## config.mk

```make
export PLATFORM = sky130hd
export DESIGN_NAME = shiftreg_piso_tx
export DESIGN_NICKNAME = d
export VERILOG_FILES = /design/src/rtl/shiftreg_pkg.sv /design/src/rtl/shiftreg_bitcnt.sv /design/src/rtl/shiftreg_piso_tx.sv
export SDC_FILE = /design/constraint.sdc
export NUM_CORES = 1
export LEC_CHECK = 0
export CAP_MARGIN = 30
export CORE_AREA = 4 4 41 43
export DETAILED_ROUTE_END_ITERATION = 6
export DIE_AREA = 0 0 45 47
export GPL_TIMING_DRIVEN = 0
export PLACE_DENSITY = 0.64
export SLEW_MARGIN = 25
export SYNTH_ARGS = -nofsm -noshare
export SYNTH_HDL_FRONTEND = slang
export SYNTH_SLANG_ARGS = --single-unit
```

## constraint.sdc

```tcl
create_clock -name clk -period 3.9 [get_ports clk]
set_clock_uncertainty 0.1 [all_clocks]
set_input_delay 0.78 -clock clk [delete_from_list [all_inputs] [get_ports clk]]
set_output_delay 0.78 -clock clk [all_outputs]
set_load 0.02 [all_outputs]
```

## src/rtl/shiftreg_pkg.sv

```systemverilog
// Shared definitions for the serial shift-register link blocks.
package shiftreg_pkg;

    localparam int unsigned SHIFTREG_DEFAULT_WIDTH = 4;
    localparam int unsigned SHIFTREG_MAX_WIDTH     = 32;

    typedef enum logic [1:0] {
        IDLE   = 2'd0,
        SHIFT  = 2'd1,
        PARITY = 2'd2
    } state_e;

    // Even parity of a word; callers zero-extend narrower words.
    function automatic logic even_parity(input logic [SHIFTREG_MAX_WIDTH-1:0] word);
        return ^word;
    endfunction

endpackage

```

## src/rtl/shiftreg_bitcnt.sv

```systemverilog
// Loadable up-counter spanning 0..WIDTH with a terminal-count flag at WIDTH-1.
// The counter itself wraps; callers gate 'en' to keep it within range.
module shiftreg_bitcnt #(
    parameter int unsigned WIDTH = 4
) (
    input  logic                         clk,
    input  logic                         rst,
    input  logic                         load,
    input  logic [$clog2(WIDTH+1)-1:0]   load_val,
    input  logic                         en,
    output logic [$clog2(WIDTH+1)-1:0]   cnt,
    output logic                         tc_c
);

    localparam int unsigned CNT_W = $clog2(WIDTH + 1);

    // Count register: load wins over increment.
    always_ff @(posedge clk) begin
        if (rst) begin
            cnt <= '0;
        end else if (load) begin
            cnt <= load_val;
        end else if (en) begin
            cnt <= cnt + CNT_W'(1);
        end
    end

    // Terminal count marks the final bit position of a word.
    always_comb begin
        tc_c = (cnt == CNT_W'(WIDTH - 1));
    end

endmodule

```

## src/rtl/shiftreg_piso_tx.sv

```systemverilog
// Parallel-in serial-out transmitter with valid/ready load handshake.
// Optional trailing even-parity bit when SHIFTREG_PISO_PARITY_EN is defined.
module shiftreg_piso_tx
    import shiftreg_pkg::*;
#(
    parameter int unsigned WIDTH     = SHIFTREG_DEFAULT_WIDTH,
    parameter bit          MSB_FIRST = 1'b0
) (
    input  logic             clk,
    input  logic             rst,
    input  logic [WIDTH-1:0] din,
    input  logic             load_valid,
    output logic             load_ready,
    output logic             sout,
    output logic             sout_valid,
    output logic             last,
    output logic             busy
);

    localparam int unsigned CNT_W = $clog2(WIDTH + 1);

    state_e             state_q;
    state_e             state_d;
    logic [WIDTH-1:0]   sreg_q;
    logic [CNT_W-1:0]   cnt;
    logic               tc_c;
    logic               accept_c;
    logic               head_c;
    logic               cnt_en_c;

    assign accept_c = load_valid && load_ready;
    assign head_c   = MSB_FIRST ? sreg_q[WIDTH-1] : sreg_q[0];
    // Advance only while shifting, and never past WIDTH.
    assign cnt_en_c = (state_q == SHIFT) && (cnt != CNT_W'(WIDTH));

    shiftreg_bitcnt #(
        .WIDTH    (WIDTH)
    ) u_bitcnt (
        .clk      (clk),
        .rst      (rst),
        .load     (accept_c),
        .load_val (CNT_W'(0)),
        .en       (cnt_en_c),
        .cnt      (cnt),
        .tc_c     (tc_c)
    );

    // State register.
    always_ff @(posedge clk) begin
        if (rst) begin
            state_q <= IDLE;
        end else begin
            state_q <= state_d;
        end
    end

    // Shift register: capture on accept, otherwise move bits toward the head.
    always_ff @(posedge clk) begin
        if (rst) begin
            sreg_q <= '0;
        end else if (accept_c) begin
            sreg_q <= din;
        end else if (state_q == SHIFT) begin
            sreg_q <= MSB_FIRST ? {sreg_q[WIDTH-2:0], 1'b0} : {1'b0, sreg_q[WIDTH-1:1]};
        end
    end

`ifdef SHIFTREG_PISO_PARITY_EN
    logic par_q;

    // Parity of the captured word, held for the trailing parity cycle.
    always_ff @(posedge clk) begin
        if (rst) begin
            par_q <= 1'b0;
        end else if (accept_c) begin
            par_q <= even_parity(SHIFTREG_MAX_WIDTH'(din));
        end
    end
`endif

    // Next-state and output decode from registered state only.
    always_comb begin
        state_d    = state_q;
        load_ready = 1'b0;
        sout       = 1'b0;
        sout_valid = 1'b0;
        last       = 1'b0;
        busy       = (state_q != IDLE);

        case (state_q)
            IDLE: begin
                load_ready = 1'b1;
                if (load_valid) begin
                    state_d = SHIFT;
                end
            end
            SHIFT: begin
                sout       = head_c;
                sout_valid = 1'b1;
                if (tc_c) begin
`ifdef SHIFTREG_PISO_PARITY_EN
                    state_d = PARITY;
`else
                    last       = 1'b1;
                    load_ready = 1'b1;
                    state_d    = load_valid ? SHIFT : IDLE;
`endif
                end
            end
`ifdef SHIFTREG_PISO_PARITY_EN
            PARITY: begin
                sout       = par_q;
                sout_valid = 1'b1;
                last       = 1'b1;
                load_ready = 1'b1;
                state_d    = load_valid ? SHIFT : IDLE;
            end
`endif
            default: begin
                state_d = IDLE;
            end
        endcase
    end

endmodule

```

==> qor.yml, run 1 <==
outcome: "finished clean"
clkSinkCount: 8
initial_utilization_pct: 37.4
rr_startpoint: "u_bitcnt.cnt[0]"
multi_input_area_um2: 277
wl_per_cell_um: 10.7
swShare_pct: 25.8
cpLargestDelayFamily: "buffers and inverters"
crit_fanout: 5
maxSlewViolCount: 0
placed_cell_area_um2: 606
cts_tree: "built"
ant_nets: 0
die_h_um: 47
crit_path_end_kind: "output port"
gp_congestion: 0.676
layout-drive-gt1-share_pct: 25.0
top_layer: "met4"
synthMuxAreaShare_pct: 2.06
post-dp-hpwl_um: 649
required_ns: 3.02
root_buffer: "clkbuf_4"
synth_fa_ha_area_share_pct: 7.71
netlist-cell-type-count: 27
grt_usage_pct: 9.82
post_cts_buffers: 0
hold_violations: 0
synthCells: 51
grt.overflow.total: 0
synth_simple_gate_area_share_pct: 30.8
num_antenna_cells: 0
p_int_w: 0.000147
crit_arrival_ns: 1.79
power_density_nw_per_um2: 315
max_stage_delay_ns: 0.54
r2r_end: "sreg_q[0]"
clk_path_buf_depth: 2
p_comb_share_pct: 23.1
timing.fmax_mhz: 374
cts-resized-gates: 0
clockPowerShare_pct: 31.3
setup_tns_ns: 0
fp.dieArea_um2: 2120
relSlewSlack_pct: 81.8
htreeDepth: 1
nNetsFinal: 76
ir_drop_v: 0.000180
critPathSlowestCell: "clkdlybuf4s50_1"
cp.buffers_inverters: 2
grt_max_degree: 11
rsz0062_at_grt: "false"
clkTransAtPathRegs_ns: 0.05
ys_ff_latch: 8
syn_area_um2: 487
coreArea_um2: 1300
crit_chain: "ha_1, ha_1, nor2b_4, inv_2, clkdlybuf4s50_1"
drt-met1-wl_um: 402
drt-pass1-iter-count: 3
drc: 0
ff_latch_area_um2: 160
fp.dieW_um: 45
io_pins: 12
p_leak_nw: 0.242
placementRows: 13
drt_iter0_drc: 3
antenna_found_initial: 0
timing.final.crit_period_ns: 2.67
p_switching_w: 0.0000510
grt_pass1_wl_mm: 1.39
cts_buffers: 3
worstMarginPinSlew_ns: 0.271
fillers: 146
crit_type: "register to output port"
synth_area_per_cell_um2: 9.54
routed-wl-met3_um: 67
hold_ws_ns: 0.389
setup_violations: 0
dp_slack_ns: 1.48
post-route-period-util_pct: 68.6
drv_cap: 0
synth_compound_area_share_pct: 14.4
min-delay-start: "sreg_q[3]"
worstHoldEndpoint: "sreg_q[3]"
r2r_slack_ns: 2.34
cts_hold_buf: 0
area_growth_pct: 29.0
rr_worst_depth: 6
synthXorXnorAreaFrac_pct: 1.80
worstSkewPairLatency_ns: 0.25
fin_area_um2: 628
hold_class: "register to register"
yosysSeqAreaShare_pct: 32.9
start_kind: "register"
min_path_cells: 2
synth_top_family_by_area: "simple AND/OR/NAND/NOR gates"
via_count: 381
viasPerCell: 4.82
power_frac_seq_pct: 45.6
yosysWarnings: 0
syn-num-nets: 61
setup_ws_ns: 1.23
worst_path_most_repeated_cell: "ha_1"
grt_pass1_vias: 332
wl_met2_um: 343
crit_start: "u_bitcnt.cnt[0]"
drt_wl_total_um: 842
portBuffers: 10
cell usage in the layout (no fill, tap or decap):
master and instances:
clkdlybuf4s50_1 10, dfxtp_1 8, nor2_1 4, inv_1 3, a211oi_1 3, nor3_1 3, ha_1 3, clkbuf_4 3
buf_6 2, and2_1 2, nor3_2 2, nor2b_1 2, nor3b_1 2, nor4_1 2, nor2b_4 1, inv_2 1
clkbuf_2 1, and2_4 1, a21boi_4 1, xnor2_1 1, nand2_1 1, a2111oi_2 1, nand2b_1 1, and2b_2 1
a21oi_1 1, nor2_2 1, a32oi_1 1, mux2i_1 1, buf_4 1
power by group through the flow:
| stage | sequential, W | clock [W] | combinational, W |
|---|---|---|---|
| 4_1_cts | 0.0000901 | 0.0000655 | 0.0000463 |
| 5_1_grt | 0.0000909 | 0.0000700 | 0.0000504 |
| 2_1_floorplan | 0.0000922 | 0 | 0.0000304 |
| 3_5_place_dp | 0.0000918 | 0 | 0.0000462 |
| 3_3_place_gp | 0.0000917 | 0 | 0.0000458 |
| 6_report | 0.0000902 | 0.0000619 | 0.0000458 |
worst max-delay path by stage:
| stage | depth (start not counted) | slack [ns] | end |
|---|---|---|---|
| after floorplan | 4 | 2.07 | load_ready |
| after global placement | 5 | 1.49 | load_ready |
| after detailed placement | 5 | 1.48 | load_ready |
| after CTS | 5 | 1.21 | load_ready |
| after global routing | 5 | 1.13 | load_ready |
| final | 5 | 1.23 | load_ready |
flip-flops by register name (all words and copies together) (netlist names):
signal        cells
state_q           1
sreg_q            4
u_bitcnt.cnt      3
kinds of logic (layout without fill, tap and decap cells):
family | count (synthesis) | in the layout
fa+ha+maj | 3 | 3
flops | 8 | 8
compound gates | 7 | 7
buf+inv | 8 | 21
mux | 1 | 1
simple gates | 23 | 23
xor+xnor | 1 | 1
area by class of cell:
cell class | instances | area share (%)
multi-input combinational | 35 | 44.0
timing repair buffer | 10 | 15.9
clock buffer | 3 | 3.59
buffer | 4 | 5.58
sequential | 8 | 25.5
tap | 15 | 2.99
inverter | 4 | 2.39
layer usage:
layer  vias up  global-route usage (%)
met5         -                       0
met4         0                    8.77
met3         4                    2.30
met2        12                    13.6
met1       163                    12.6
li1        202                       -
cell usage after synthesis:
| cell type | count | area (µm²) |
|---|---|---|
| dfxtp_1 | 8 | 160 |
| nor2_1 | 4 | 15.0 |
| a211oi_1 | 3 | 22.5 |
| ha_1 | 3 | 37.5 |
| inv_1 | 3 | 11.3 |
| nor3_1 | 3 | 15.0 |
| and2_1 | 2 | 12.5 |
| buf_6 | 2 | 22.5 |
| nor2b_1 | 2 | 12.5 |
| nor3_2 | 2 | 20.0 |
| nor3b_1 | 2 | 15.0 |
| nor4_1 | 2 | 12.5 |
| a2111oi_2 | 1 | 15.0 |
| a21boi_4 | 1 | 18.8 |
| a21oi_1 | 1 | 5.00 |
| a32oi_1 | 1 | 8.76 |
| and2_4 | 1 | 8.76 |
| and2b_2 | 1 | 8.76 |
| buf_4 | 1 | 7.51 |
| clkbuf_2 | 1 | 5.00 |
| inv_2 | 1 | 3.75 |
| mux2i_1 | 1 | 10.0 |
| nand2_1 | 1 | 3.75 |
| nand2b_1 | 1 | 6.26 |
| nor2_2 | 1 | 6.26 |
| nor2b_4 | 1 | 13.8 |
| xnor2_1 | 1 | 8.76 |
stage by stage:
stage | util, % | power, W | instances
final | 48.3 | 0.000198 | 79
after detailed placement | 46.5 | 0.000138 | 76
after CTS | 48.3 | 0.000202 | 79
after global placement | 46.5 | 0.000138 | 76
after global routing | 48.3 | 0.000211 | 79
after floorplan | - | 0.000123 | 51
worst register-to-register path, stage by stage (launching register included):
cell and delay (ns):
dfxtp_1 0.32, ha_1 0.22, ha_1 0.23, nor2b_4 0.16
inv_2 0.07, a211oi_1 0.25, nor4_1 0.09
Power figures use the tool's default switching activity.
==> run 2, diff against run 1 <==
==> constraint.sdc (replaced) <==
create_clock -name clk -period 2.6 [get_ports clk]
set_clock_uncertainty 0.1 [all_clocks]
set_input_delay 0.52 -clock clk [delete_from_list [all_inputs] [get_ports clk]]
set_output_delay 0.52 -clock clk [all_outputs]
set_load 0.02 [all_outputs]
==> results of run 2 <==
Same layout as run 1 (identical final DEF). Status: finished clean.
Main changes from that run: setup slack after placement 1.48 ns -> 0.441 ns; setup slack after layout 1.23 ns -> 0.185 ns; register-to-register setup slack 2.34 ns -> 1.04 ns; total power 0.000198 W -> 0.000297 W; worst IR drop on VDD 0.000180 V -> 0.000270 V
==> run 3, diff against run 2 <==
--- a/config.mk
+++ b/config.mk
@@ -7,6 +7,7 @@
 export LEC_CHECK = 0
 export CAP_MARGIN = 30
 export CORE_AREA = 4 4 41 43
+export CTS_CLUSTER_SIZE = 14
 export DETAILED_ROUTE_END_ITERATION = 6
 export DIE_AREA = 0 0 45 47
 export GPL_TIMING_DRIVEN = 0
==> results of run 3 <==
Same layout as run 1 (identical final DEF). Status: finished clean.
Main changes from that run: setup slack after placement 1.48 ns -> 0.441 ns; setup slack after layout 1.23 ns -> 0.185 ns; register-to-register setup slack 2.34 ns -> 1.04 ns; total power 0.000198 W -> 0.000297 W; worst IR drop on VDD 0.000180 V -> 0.000270 V
